**config.mk**
```make
export PLATFORM = sky130hd
export DESIGN_NAME = ebpf_operand_extend_pipe_flat
export DESIGN_NICKNAME = d
export VERILOG_FILES = /design/src/rtl/ebpf_operand_extend_pipe_if.sv /design/src/rtl/ebpf_operand_extend_pipe.sv /design/src/flat_wrapper.sv
export SDC_FILE = /design/constraint.sdc
export NUM_CORES = 1
export LEC_CHECK = 0
export ABC_AREA = 1
export BUFFER_PORTS_ARGS = -buffer_cell sky130_fd_sc_hd__clkbuf_2
export CELL_PAD_IN_SITES_DETAIL_PLACEMENT = 0
export CELL_PAD_IN_SITES_GLOBAL_PLACEMENT = 1
export CORE_ASPECT_RATIO = 0.7
export CORE_UTILIZATION = 34
export DETAILED_ROUTE_END_ITERATION = 7
export PLACE_DENSITY_LB_ADDON = 0.1
export SLEW_MARGIN = 20
export SYNTH_ARGS = -nofsm -noshare
export SYNTH_HDL_FRONTEND = slang
export SYNTH_SLANG_ARGS = --single-unit
```
**constraint.sdc**
```tcl
create_clock -name clk -period 1.35 [get_ports clk]
set_clock_uncertainty 0.15 [all_clocks]
set_input_delay 0.135 -clock clk [delete_from_list [all_inputs] [get_ports clk]]
set_output_delay 0.135 -clock clk [all_outputs]
set_load 0.02 [all_outputs]
```
**src/rtl/ebpf_operand_extend_pipe_if.sv**
```systemverilog
// Operand-normaliser handshake bundle: input beat (operand, size code, flags, tag) and result beat.
// Latency: n/a (wires only).
// Backpressure: in_ready / out_ready close each valid-ready leg; master = producer/consumer side, slave = pipe.
interface ebpf_operand_extend_pipe_if #(
    parameter int DATA_W = 64,
    parameter int TAG_W  = 4
);
    logic              in_valid;
    logic              in_ready;
    logic [DATA_W-1:0] in_data;
    logic [1:0]        in_size;
    logic              in_signed;
    logic              in_bswap;
    logic [TAG_W-1:0]  in_tag;

    logic              out_valid;
    logic              out_ready;
    logic [DATA_W-1:0] out_data;
    logic [TAG_W-1:0]  out_tag;

    modport master (
        output in_valid, in_data, in_size, in_signed, in_bswap, in_tag, out_ready,
        input  in_ready, out_valid, out_data, out_tag
    );

    modport slave (
        input  in_valid, in_data, in_size, in_signed, in_bswap, in_tag, out_ready,
        output in_ready, out_valid, out_data, out_tag
    );
endinterface

```
**src/rtl/ebpf_operand_extend_pipe.sv**
```systemverilog
// Operand normaliser: select 8/16/32/64-bit field, optional END-style byte swap, then sign/zero extend to DATA_W.
// Latency: 2 cycles accept-to-out_valid, 1 beat/cycle sustained.
// Backpressure: stages advance only into a free or draining slot; in_ready = stage-1 can advance (forced 1 in reset).
// Ports: clk, rst (sync, active-high), flush (sync clear of valids, data held),
//        io (slave): in_valid/in_ready/in_data/in_size/in_signed/in_bswap/in_tag -> out_valid/out_ready/out_data/out_tag.
module ebpf_operand_extend_pipe #(
    parameter int DATA_W = 64,
    parameter int TAG_W  = 4
) (
    input  logic                         clk,
    input  logic                         rst,
    input  logic                         flush,
    ebpf_operand_extend_pipe_if.slave    io
);

    // Stage-1 payload: field already masked to its size and swapped, upper bits zero.
    typedef struct packed {
        logic [63:0]      val;
        logic             sgn;
        logic [1:0]       size;
        logic [TAG_W-1:0] tag;
    } s1_t;

    s1_t               s1_q;
    s1_t               s1_d;
    logic              s1_valid;
    logic              s2_valid;
    logic              s1_adv;
    logic              s2_adv;
    logic [63:0]       raw;
    logic              msb;
    logic [DATA_W-1:0] keep;
    logic [DATA_W-1:0] ext_d;
    logic [DATA_W-1:0] out_data_q;
    logic [TAG_W-1:0]  out_tag_q;

    assign s2_adv       = !s2_valid || io.out_ready;
    assign s1_adv       = !s1_valid || s2_adv;
    // Reset overrides so upstream never sees a stall while the pipe is being cleared.
    assign io.in_ready  = rst || s1_adv;
    assign io.out_valid = s2_valid;
    assign io.out_data  = out_data_q;
    assign io.out_tag   = out_tag_q;

    // Only the low 64 bits can ever be selected; anything above is ignored.
    assign raw = io.in_data[63:0];

    // Stage 1: pick the field, swap bytes within it. An 8-bit field has nothing to swap.
    always_comb begin
        s1_d      = '0;
        s1_d.sgn  = io.in_signed;
        s1_d.size = io.in_size;
        s1_d.tag  = io.in_tag;
        case (io.in_size)
            2'd0: s1_d.val[7:0]  = raw[7:0];
            2'd1: s1_d.val[15:0] = io.in_bswap ? {raw[7:0], raw[15:8]} : raw[15:0];
            2'd2: s1_d.val[31:0] = io.in_bswap ?
                                   {raw[7:0], raw[15:8], raw[23:16], raw[31:24]} : raw[31:0];
            default: s1_d.val    = io.in_bswap ?
                                   {raw[7:0],   raw[15:8],  raw[23:16], raw[31:24],
                                    raw[39:32], raw[47:40], raw[55:48], raw[63:56]} : raw;
        endcase
    end

    // Stage 2: fill everything above the field with the post-swap MSB (signed) or zero.
    always_comb begin
        keep = '0;
        msb  = 1'b0;
        case (s1_q.size)
            2'd0: begin keep[7:0]  = '1; msb = s1_q.val[7];  end
            2'd1: begin keep[15:0] = '1; msb = s1_q.val[15]; end
            2'd2: begin keep[31:0] = '1; msb = s1_q.val[31]; end
            default: begin keep[63:0] = '1; msb = s1_q.val[63]; end
        endcase
        ext_d = DATA_W'(s1_q.val) | ({DATA_W{s1_q.sgn & msb}} & ~keep);
    end

    always_ff @(posedge clk) begin
        if (rst) begin
            s1_valid   <= 1'b0;
            s2_valid   <= 1'b0;
            s1_q       <= '0;
            out_data_q <= '0;
            out_tag_q  <= '0;
        end else if (flush) begin
            // Drop everything in flight and the beat offered this cycle; payload regs keep old contents.
            s1_valid <= 1'b0;
            s2_valid <= 1'b0;
        end else begin
            if (s2_adv) begin
                s2_valid <= s1_valid;
                if (s1_valid) begin
                    out_data_q <= ext_d;
                    out_tag_q  <= s1_q.tag;
                end
            end
            if (s1_adv) begin
                s1_valid <= io.in_valid;
                if (io.in_valid) begin
                    s1_q <= s1_d;
                end
            end
        end
    end

endmodule

```
**src/flat_wrapper.sv**
```systemverilog
// flat-port wrapper written by rule: the top's interface ports become plain ports
module ebpf_operand_extend_pipe_flat 
#(
    parameter int DATA_W = 64,
    parameter int TAG_W  = 4
)
  (clk, rst, flush, io_in_valid, io_in_data, io_in_size, io_in_signed, io_in_bswap, io_in_tag, io_out_ready, io_in_ready, io_out_valid, io_out_data, io_out_tag);
  ebpf_operand_extend_pipe_if #(.DATA_W(DATA_W), .TAG_W(TAG_W)) io_i ();
  input  logic clk;
  input  logic rst;
  input  logic flush;
  input wire logic [$bits(io_i.in_valid)-1:0] io_in_valid;
  input wire logic [$bits(io_i.in_data)-1:0] io_in_data;
  input wire logic [$bits(io_i.in_size)-1:0] io_in_size;
  input wire logic [$bits(io_i.in_signed)-1:0] io_in_signed;
  input wire logic [$bits(io_i.in_bswap)-1:0] io_in_bswap;
  input wire logic [$bits(io_i.in_tag)-1:0] io_in_tag;
  input wire logic [$bits(io_i.out_ready)-1:0] io_out_ready;
  output wire logic [$bits(io_i.in_ready)-1:0] io_in_ready;
  output wire logic [$bits(io_i.out_valid)-1:0] io_out_valid;
  output wire logic [$bits(io_i.out_data)-1:0] io_out_data;
  output wire logic [$bits(io_i.out_tag)-1:0] io_out_tag;
  assign io_i.in_valid = io_in_valid;
  assign io_i.in_data = io_in_data;
  assign io_i.in_size = io_in_size;
  assign io_i.in_signed = io_in_signed;
  assign io_i.in_bswap = io_in_bswap;
  assign io_i.in_tag = io_in_tag;
  assign io_i.out_ready = io_out_ready;
  assign io_in_ready = io_i.in_ready;
  assign io_out_valid = io_i.out_valid;
  assign io_out_data = io_i.out_data;
  assign io_out_tag = io_i.out_tag;
  ebpf_operand_extend_pipe #(.DATA_W(DATA_W), .TAG_W(TAG_W)) u_core (.clk(clk), .rst(rst), .flush(flush), .io(io_i));
endmodule
```
==> flow_metrics.env <==
export IMPL_period_share=1.15
export IMPL_setup_viol=139
export IMPL_drive_gt1_frac=0.369
export IMPL_clkLatencyLatePin_ns=0.42
export IMPL_area_growth_pct=70.2
export IMPL_crit_buf_inv=4
export IMPL_tightest_slew_ns=0.416
export IMPL_critPathKind="flip-flop to flip-flop"
export IMPL_core_area_mm2=0.0184
export IMPL_cts_path_max_buffers=2
export IMPL_clockPowerShare=0.433
export IMPL_antenna_cells=0
export IMPL_cts_tree="yes"
export IMPL_root_buffer="clkbuf_16"
export IMPL_power_share_sequential=0.385
export IMPL_setup_ws_ns=-0.207
export IMPL_die_area_mm2=0.0197
export IMPL_p_sw_frac=0.281
export IMPL_track_usage=0.303
export IMPL_cp_cell_sequence="inv_2, nor3_4, buf_12, buf_12, buf_16, o21ai_0, nor2_1"
export IMPL_place_inst=1354
export IMPL_endpoint_kind="flip-flop"
export IMPL_intPower_uw=8360
export IMPL_place_area_mm2=0.00786
export IMPL_drt_iter0_drc=697
export IMPL_violations="setup timing"
export IMPL_cts_sinks=141
export IMPL_cp_required_ns=1.54
export IMPL_ys_ff_latch=141
export IMPL_grt_overflow_total=0
export IMPL_routed_via_density=5.35
export IMPL_max_freq_mhz=642
export IMPL_synth_yosys_seq_area_share=0.433
export IMPL_power_leakage_uw=0.00493
export IMPL_io_buffers=146
export IMPL_die_y_um=118
export IMPL_antenna_found_initial=0
export IMPL_die_w_um=167
export IMPL_synth_distinct_cells=19
export IMPL_finalPower_uw=11600
export IMPL_hpwl_mm=17.0
export IMPL_combPwrFrac=0.182
export IMPL_initial_utilization=0.355
export IMPL_vias=8035
export IMPL_fill_cells=1694
export IMPL_ir_worst_vdd_uv=644
export IMPL_yosysWarnings=0
export IMPL_totalWireLength_mm=30.7
export IMPL_worst_slew_margin_rel=0.722
export IMPL_finalHoldViolCount=0
export IMPL_grt_max_degree=38
export IMPL_status="finished, violations left"
export IMPL_hp_class="input port to flip-flop"
export IMPL_crit_family="buffers and inverters"
export IMPL_syn_area_per_cell_um2=6.63
export IMPL_fp_row_count=41
export IMPL_nNetsFinal=1331
export IMPL_cap_viol_max_count=0
export IMPL_syn_area_mm2=0.00651
export IMPL_cellPowerDensity_mw_per_mm2=1050
export IMPL_htreeDepth=4
export IMPL_finalNonFillerCells=1501
export IMPL_fin_crit_ns=1.56
export IMPL_ios=147
export IMPL_crit_top_cell="buf_12"
export IMPL_clk_pin_slew_ns=0.06
export IMPL_synth_cells=983
export IMPL_drc=0
export IMPL_ant_nets=0
export IMPL_rsz0062_at_grt="true"
export IMPL_fin_area_mm2=0.0111
export IMPL_startpoint_type="flip-flop"
export IMPL_critPathSlowestCell="dfxtp_2"
export IMPL_synth_nets=1060
export IMPL_numCtsBuffers=17
export IMPL_crit_fanout=7
export IMPL_globalplace_congestion=0.919
export IMPL_dp_worst_setup_slack_ns=-0.118
export IMPL_cpPeakStageDelay_ns=0.33
export IMPL_cp_arrival_ns=1.75
export IMPL_p_switching_uw=3270
export IMPL_drv_slew=0
export IMPL_route_detailed_wl_per_inst_um=20.5
export IMPL_grt_pass1_wl_mm=45.0
export IMPL_firstDrtPassIters=5
export IMPL_grt_pass1_vias=7573
[Yosys cell counts]
library cell  number  area [um2]
o21ai_0          137         686
nor2_1           123         462
o21a_1             1        7.51
clkbuf_1          34         128
nand2_1          264         991
or2_2              1        6.26
dfxtp_1          141        2820
inv_1             32         120
clkbuf_2           2        10.0
buf_4              5        37.5
o22ai_1            3        18.8
nand2_2            1        6.26
a21oi_1          171         856
o21ai_1            3        15.0
nor3_4             1        16.3
nand3_1           28         140
buf_2             28         140
inv_2              5        18.8
buf_6              3        33.8
[logic make-up (layout without fill, tap and decap cells)]
group	after synthesis	count (layout)	synth area share
AO/OA/AOI/OAI	315	315	0.243
buffers and inverters	109	391	0.0749
flip-flops	141	141	0.433
AND/OR/NAND/NOR	418	418	0.249
[flip-flops by register name (all words and copies together), names as in the netlist]
name / cells
u_core.io.out_data: 64
u_core.io.out_tag: 4
u_core.io.out_valid: 1
u_core.s1_q: 71
u_core.s1_valid: 1
[stage by stage]
stage | setup TNS [ns] | util | hold WS (ns)
after floorplan | -0.317 | - | 0.136
after global placement | -6.04 | 0.428 | 0.251
after detailed placement | -8.67 | 0.428 | 0.245
after CTS | -14.63 | 0.580 | 0.00107
after global routing | -27.54 | 0.604 | 0.0143
final | -20.11 | 0.604 | 0.00622
[routing by layer]
| metal | vias to the layer above | GRT usage | share of wire |
|---|---|---|---|
| met4 | 0 | 0.0757 | 0.017 |
| li1 | 3784 | - | - |
| met5 | - | 0 | 0 |
| met1 | 3847 | 0.433 | 0.46 |
| met3 | 36 | 0.0511 | 0.076 |
| met2 | 368 | 0.469 | 0.45 |
[cell usage in the layout, fill, tap and decap left out, drive strengths merged]
cell type / netlist / routed
nor2: 123 / 123
o21a: 1 / 1
nand2: 265 / 265
dfxtp: 141 / 141
clkinv: 0 / 6
o22ai: 3 / 3
a21oi: 171 / 171
buf: 36 / 115
dlygate4sd3: 0 / 57
bufinv: 0 / 4
nor3: 1 / 1
or2: 1 / 1
inv: 37 / 40
clkinvlp: 0 / 1
bufbuf: 0 / 1
clkbuf: 36 / 167
o21ai: 140 / 140
nand3: 28 / 28
[layout make-up]
type	count	area [um2]	area share
Timing Repair inverter	1	11.3	0.00102
Inverter	37	163	0.0147
Tap cell	236	295	0.0266
Timing Repair Buffer	323	3190	0.288
Clock buffer	17	425	0.0384
Multi-Input combinational cell	733	3980	0.358
Sequential cell	141	2840	0.256
Clock inverter	13	190	0.0171
[worst register-to-register path: stages (launching register included)]
cell and delay, ns:
dfxtp_2 0.33, inv_2 0.05, nor3_4 0.25, buf_12 0.19, buf_12 0.15, buf_16 0.13, o21ai_0 0.08, nor2_1 0.16
[final timing paths]
| path | from | end | cells after the start | slack, ns |
|---|---|---|---|---|
| setup / recovery | u_core.s1_valid | u_core.io.out_data[2] | 7 | -0.21 |
| hold / removal | io_in_data[4] | u_core.s1_q[11] | 5 | 0.006 |
| setup reg to reg | u_core.s1_valid | u_core.io.out_data[2] | 7 | -0.21 |
| hold reg to reg | u_core.s1_q[66] | u_core.s1_q[66] | 2 | 0.32 |
[power groups by stage]
stage / combinational (uW) / clock [uW] / sequential, uW
3_5_place_dp: 1410 / 0 / 4510
5_1_grt: 2260 / 5250 / 4490
4_1_cts: 1960 / 5060 / 4450
2_1_floorplan: 700 / 0 / 4580
3_3_place_gp: 1420 / 0 / 4520
6_report: 2110 / 5030 / 4480
[what timing repair did]
action,4_1_cts,5_1_grt
endpoints found under the setup margin,124,141
resized for setup,247,104
hold buffers,57,0
buffers inserted,28,3
endpoints found under the hold margin,57,0
gates cloned,26,7
pin swaps,24,14
Note: power is estimated with default switching activity, not from simulation.
